<file path="src/rtl/dmem_arbiter_if.sv">
// Bundle of PE-side and memory-side signals shared between the two PEs, the arbiter and the
// single-port data memory. The slave modport is the arbiter's view, the master modport is the
// view of whatever drives the PEs and models the memory.
interface dmem_arbiter_if #(
  parameter int ADDR_W = 32,
  parameter int DATA_W = 32,
  parameter int CNT_W  = 16
);
  logic              req1,    req2;
  logic              we1,     we2;
  logic [ADDR_W-1:0] addr1,   addr2;
  logic [DATA_W-1:0] wdata1,  wdata2;
  logic              stall1,  stall2;
  logic              rvalid1, rvalid2;
  logic [DATA_W-1:0] rdata1,  rdata2;
  logic              mem_en;
  logic              mem_we;
  logic [ADDR_W-1:0] mem_addr;
  logic [DATA_W-1:0] mem_wdata;
  logic [DATA_W-1:0] mem_rdata;
  logic [CNT_W-1:0]  conflict_cnt;

  modport slave (
    input  req1, req2, we1, we2, addr1, addr2, wdata1, wdata2, mem_rdata,
    output stall1, stall2, rvalid1, rvalid2, rdata1, rdata2,
           mem_en, mem_we, mem_addr, mem_wdata, conflict_cnt
  );

  modport master (
    output req1, req2, we1, we2, addr1, addr2, wdata1, wdata2, mem_rdata,
    input  stall1, stall2, rvalid1, rvalid2, rdata1, rdata2,
           mem_en, mem_we, mem_addr, mem_wdata, conflict_cnt
  );
endinterface

</file>
<file path="src/rtl/dmem_arbiter.sv">
// Round-robin arbiter sharing one synchronous data-memory port between PE1 and PE2.
// One access per cycle; the losing PE is stalled and must hold its request fields.
// Load data returns to the requester one cycle after its grant.
module dmem_arbiter #(
  parameter int ADDR_W = 32,
  parameter int DATA_W = 32,
  parameter int CNT_W  = 16
) (
  input logic            clk,
  input logic            rst,
  dmem_arbiter_if.slave  bus
);

  // rr_ptr: 0 = PE1 wins next contention, 1 = PE2 wins next contention
  logic             rr_ptr_q,  rr_ptr_d;
  logic             rd_vld_q,  rd_vld_d;
  logic             rd_id_q,   rd_id_d;   // 0 = PE1, 1 = PE2
  logic [CNT_W-1:0] cnt_q,     cnt_d;
  logic             gnt1, gnt2;
  logic             both_req;

  // Grant decision, memory drive and stall generation
  always_comb begin
    both_req      = bus.req1 & bus.req2;
    gnt1          = bus.req1 & (~bus.req2 | ~rr_ptr_q);
    gnt2          = bus.req2 & (~bus.req1 |  rr_ptr_q);
    bus.stall1    = bus.req1 & ~gnt1;
    bus.stall2    = bus.req2 & ~gnt2;
    bus.mem_en    = gnt1 | gnt2;
    bus.mem_we    = 1'b0;
    bus.mem_addr  = '0;
    bus.mem_wdata = '0;
    if (gnt1) begin
      bus.mem_we    = bus.we1;
      bus.mem_addr  = bus.addr1;
      bus.mem_wdata = bus.wdata1;
    end else if (gnt2) begin
      bus.mem_we    = bus.we2;
      bus.mem_addr  = bus.addr2;
      bus.mem_wdata = bus.wdata2;
    end
  end

  // Next-state: pointer flips to the non-granted PE, load tracking, saturating contention count
  always_comb begin
    rr_ptr_d = rr_ptr_q;
    if (gnt1)      rr_ptr_d = 1'b1;
    else if (gnt2) rr_ptr_d = 1'b0;
    rd_vld_d = (gnt1 & ~bus.we1) | (gnt2 & ~bus.we2);
    rd_id_d  = gnt2;
    cnt_d    = cnt_q;
    if (both_req && (cnt_q != {CNT_W{1'b1}})) cnt_d = cnt_q + 1'b1;
  end

  // State registers; reset discards any pending load
  always_ff @(posedge clk) begin
    if (rst) begin
      rr_ptr_q <= 1'b0;
      rd_vld_q <= 1'b0;
      rd_id_q  <= 1'b0;
      cnt_q    <= '0;
    end else begin
      rr_ptr_q <= rr_ptr_d;
      rd_vld_q <= rd_vld_d;
      rd_id_q  <= rd_id_d;
      cnt_q    <= cnt_d;
    end
  end

  // Route returning read data to the PE that issued the load; zero otherwise
  always_comb begin
    bus.rvalid1      = rd_vld_q & ~rd_id_q;
    bus.rvalid2      = rd_vld_q &  rd_id_q;
    bus.rdata1       = bus.rvalid1 ? bus.mem_rdata : '0;
    bus.rdata2       = bus.rvalid2 ? bus.mem_rdata : '0;
    bus.conflict_cnt = cnt_q;
  end

endmodule

</file>
<file path="src/flat_wrapper.sv">
// flat-port wrapper written by rule: the top's interface ports become plain ports
module dmem_arbiter_flat 
#(
  parameter int ADDR_W = 32,
  parameter int DATA_W = 32,
  parameter int CNT_W  = 16
)
  (clk, rst, bus_req1, bus_req2, bus_we1, bus_we2, bus_addr1, bus_addr2, bus_wdata1, bus_wdata2, bus_mem_rdata, bus_stall1, bus_stall2, bus_rvalid1, bus_rvalid2, bus_rdata1, bus_rdata2, bus_mem_en, bus_mem_we, bus_mem_addr, bus_mem_wdata, bus_conflict_cnt);
  dmem_arbiter_if #(.ADDR_W(ADDR_W), .DATA_W(DATA_W), .CNT_W(CNT_W)) bus_i ();
  input logic clk;
  input logic rst;
  input wire logic [$bits(bus_i.req1)-1:0] bus_req1;
  input wire logic [$bits(bus_i.req2)-1:0] bus_req2;
  input wire logic [$bits(bus_i.we1)-1:0] bus_we1;
  input wire logic [$bits(bus_i.we2)-1:0] bus_we2;
  input wire logic [$bits(bus_i.addr1)-1:0] bus_addr1;
  input wire logic [$bits(bus_i.addr2)-1:0] bus_addr2;
  input wire logic [$bits(bus_i.wdata1)-1:0] bus_wdata1;
  input wire logic [$bits(bus_i.wdata2)-1:0] bus_wdata2;
  input wire logic [$bits(bus_i.mem_rdata)-1:0] bus_mem_rdata;
  output wire logic [$bits(bus_i.stall1)-1:0] bus_stall1;
  output wire logic [$bits(bus_i.stall2)-1:0] bus_stall2;
  output wire logic [$bits(bus_i.rvalid1)-1:0] bus_rvalid1;
  output wire logic [$bits(bus_i.rvalid2)-1:0] bus_rvalid2;
  output wire logic [$bits(bus_i.rdata1)-1:0] bus_rdata1;
  output wire logic [$bits(bus_i.rdata2)-1:0] bus_rdata2;
  output wire logic [$bits(bus_i.mem_en)-1:0] bus_mem_en;
  output wire logic [$bits(bus_i.mem_we)-1:0] bus_mem_we;
  output wire logic [$bits(bus_i.mem_addr)-1:0] bus_mem_addr;
  output wire logic [$bits(bus_i.mem_wdata)-1:0] bus_mem_wdata;
  output wire logic [$bits(bus_i.conflict_cnt)-1:0] bus_conflict_cnt;
  assign bus_i.req1 = bus_req1;
  assign bus_i.req2 = bus_req2;
  assign bus_i.we1 = bus_we1;
  assign bus_i.we2 = bus_we2;
  assign bus_i.addr1 = bus_addr1;
  assign bus_i.addr2 = bus_addr2;
  assign bus_i.wdata1 = bus_wdata1;
  assign bus_i.wdata2 = bus_wdata2;
  assign bus_i.mem_rdata = bus_mem_rdata;
  assign bus_stall1 = bus_i.stall1;
  assign bus_stall2 = bus_i.stall2;
  assign bus_rvalid1 = bus_i.rvalid1;
  assign bus_rvalid2 = bus_i.rvalid2;
  assign bus_rdata1 = bus_i.rdata1;
  assign bus_rdata2 = bus_i.rdata2;
  assign bus_mem_en = bus_i.mem_en;
  assign bus_mem_we = bus_i.mem_we;
  assign bus_mem_addr = bus_i.mem_addr;
  assign bus_mem_wdata = bus_i.mem_wdata;
  assign bus_conflict_cnt = bus_i.conflict_cnt;
  dmem_arbiter #(.ADDR_W(ADDR_W), .DATA_W(DATA_W), .CNT_W(CNT_W)) u_core (.clk(clk), .rst(rst), .bus(bus_i));
endmodule
</file>
<file path="config.mk">
export PLATFORM = sky130hd
export DESIGN_NAME = dmem_arbiter_flat
export DESIGN_NICKNAME = d
export VERILOG_FILES = /design/src/rtl/dmem_arbiter_if.sv /design/src/rtl/dmem_arbiter.sv /design/src/flat_wrapper.sv
export SDC_FILE = /design/constraint.sdc
export NUM_CORES = 1
export LEC_CHECK = 0
export ABC_AREA = 1
export CAP_MARGIN = 30
export CORE_AREA = 10 10 114 116
export DETAILED_ROUTE_END_ITERATION = 6
export DIE_AREA = 0 0 124 126
export PLACE_DENSITY = 0.79
export SYNTH_ARGS = -nofsm -noshare
export SYNTH_HDL_FRONTEND = slang
export SYNTH_SLANG_ARGS = --single-unit
export TNS_END_PERCENT = 100
</file>
<file path="constraint.sdc">
create_clock -name clk -period 2 [get_ports clk]
set_input_delay 0.3 -clock clk [delete_from_list [all_inputs] [get_ports clk]]
set_output_delay 0.3 -clock clk [all_outputs]
set_load 0.01 [all_outputs]
</file>
==> results of run 1 <==
[worst paths after layout]
kind                                    start                           to  slack [ps]  cells after the start
setup / recovery               u_core.rd_id_q               bus_rdata2[29]          80                      4
hold / removal                       bus_req1               u_core.rd_id_q         520                      4
setup reg to reg   u_core.bus.conflict_cnt[0]  u_core.bus.conflict_cnt[14]         400                      8
hold reg to reg   u_core.bus.conflict_cnt[14]  u_core.bus.conflict_cnt[14]         540                      2
[registers in the layout (all words and copies together), names as in the netlist]
| register | cells |
|---|---|
| u_core.rd_vld_q | 1 |
| u_core.rd_id_q | 1 |
| u_core.rr_ptr_q | 1 |
| u_core.bus.conflict_cnt | 16 |
[worst max-delay path, stage by stage (launching register included)]
cell	delay (ps)
dfxtp_1	340
nand2_1	60
buf_4	230
nor2_1	130
clkdlybuf4s50_1	580
[per-stage QoR]
| step | worst slack, ps | total power (W) | instance area, µm² |
|---|---|---|---|
| finish | 84.2 | 0.00171 | 5930 |
| global route | 12.6 | 0.00182 | 5930 |
| CTS | 0.169 | 0.00173 | 5840 |
| detailed placement | 70.0 | 0.00151 | 5830 |
| global placement | 52.0 | 0.00151 | 5830 |
| floorplan | 528 | 0.000768 | 2500 |
[power by group]
group          internal (W)  total [W]  switching (W)
clock              0.000139   0.000277       0.000138
combinational      0.000591    0.00103       0.000444
sequential         0.000387   0.000396     0.00000944
[cell families after synthesis]
kind of cell    Yosys count
simple gates            375
fa+ha+maj                 1
xor+xnor                  1
flops                    19
compound gates           16
buf+inv                  91
[cell usage in the layout, fill, tap and decap left out, drive strengths merged, types with 9 or more instances in the layout]
cell type | netlist | final
nand2 | 111 | 111
dfxtp | 19 | 19
dlymetal6s2s | 0 | 35
dlygate4sd2 | 0 | 62
inv | 53 | 53
nand3 | 141 | 141
clkdlybuf4s50 | 0 | 216
buf | 14 | 16
nor2 | 112 | 112
a21oi | 9 | 9
[cell type report]
class	count	area share
Clock buffer	3	0.00696
Clock inverter	1	0.000844
Inverter	54	0.0342
Multi-Input combinational cell	393	0.298
Sequential cell	19	0.0643
Tap cell	140	0.0295
Timing Repair Buffer	330	0.567
[timing repair]
item / 4_1_cts / 5_1_grt
hold buffers: 0 / 0
resized for setup: 67 / 35
gates cloned: 1 / 0
setup endpoints to repair: 97 / 35
pin swaps: 0 / 0
[metal layers]
metal  GRT usage  share of wire  up-vias
li1            -              -     2187
met1       0.189           0.35     1866
met2       0.331           0.51      228
met3      0.0782           0.13        8
met4      0.0183         0.0057        0
met5           0              0        -
==> flow_summary.toml, run 1 <==
[sta]
tightestPinTransition_ps = 460
hold_ws_ps = 515
skew_ps = 5.51
period_share = 0.958
worst_slew_margin_rel = 0.693
maxSlewViolCount = 0
tns_ps = 0
setup_viol = 0
max_freq_ghz = 0.522
min_period_ps = 1920
rsz0062_at_grt = "false"
hold_viol_final = 0

[logic_synthesis]
syn-instance-count = 503
synth_fp_nets = 670
yosys.area_share.simple = 0.659
syn_area_um2 = 2500
yosys_register_bits = 19
synth_warnings = 0
synthArstFlopShare = 0
synth_edf_count = 0
synth_top_family_by_area = "simple AND/OR/NAND/NOR gates"
synth_xor_area_frac = 0.00351
yosysTopAreaCell = "nand3_1"
synth_fa_ha_area_frac = 0.00501
synth_ff_type = "dfxtp_1"
yosysTopAreaCellShare = 0.283
synthMuxAreaShare = 0
synth_compound_gate_area_share = 0.0346
synthDistinctLibCells = 24
synthMostInstantiatedCell = "nand3_1"
synth_commonest_cells = "nand3_1, nand2_1, nor2_1"
synth-seq-area-share = 0.152
synth.avg_cell_area_um2 = 4.96
synthTopCellsByArea = "nand3_1, nand2_1, nor2_1, dfxtp_1, inv_1"

[worst_setup_path]
crit_type = "reg2out"
required_ps = 1700
start_kind = "flip-flop"
path_max_fanout = 33
critPathArrivalTime_ps = 1620
cp-end-kind = "output pin"

[power_and_ir_drop]
ir_worst_vdd_v = 0.000220
p_leak_nw = 3.35
powerDensity_nw_per_um2 = 288

[run_status]
outcome = "finished, final reports clean"

[detailed_routing]
vias = 4289
vias_per_cell = 4.56
drc_errors = 0
drtIter0Drc = 279
firstDrtPassIters = 5
wl_mm = 15.9
drtAntennaViolNets = 0
detail_route.wl_per_cell_um = 17.0

[grt]
antenna_found_initial = 0
track_usage = 0.180
grt_overflow_total = 0
grt_pass1_wl_mm = 22.5
grt_max_degree = 48
grt_pass1_vias = 3988

[clock_tree]
clk_pin_slew_worst_paths_ps = 70
cts_buffers = 3
htreeDepth = 1
cts_tree = "done"
clk_latency_ps = 260
cts_buffer_depth = 2
cts-root-buf = "clkbuf_8"
cts.sinks = 19
cts_setup_buffers = 0

[min_path]
hold_class = "in2reg"

[placed_design]
dp_hpwl_mm = 13.3
place_inst = 935
place_congestion = 0.849
numPortBuffers = 315

[final_layout]
stdcell_count = 940
synthToLayoutAreaGrowth_pct = 138
regArea_um2 = 382
multiInputGateArea_um2 = 1770
drive_above_1_share = 0.0463
fin_util = 0.555
nFillCells = 1038
diodes = 0
nets = 968

[die]
dieArea_um2 = 15600
io_pins = 316
core_area_um2 = 10700
die_h_um = 126
die_x_um = 124
start_util = 0.233
core.rowCount = 38

[run]
max-cap-violations = 0
Power figures use the tool's default switching activity.
==> run 2: changes to the inputs <==
CAP_MARGIN = 20   (was 30)
==> results of run 2 <==
No change in the layout: final DEF, timing and power equal those of run 1.
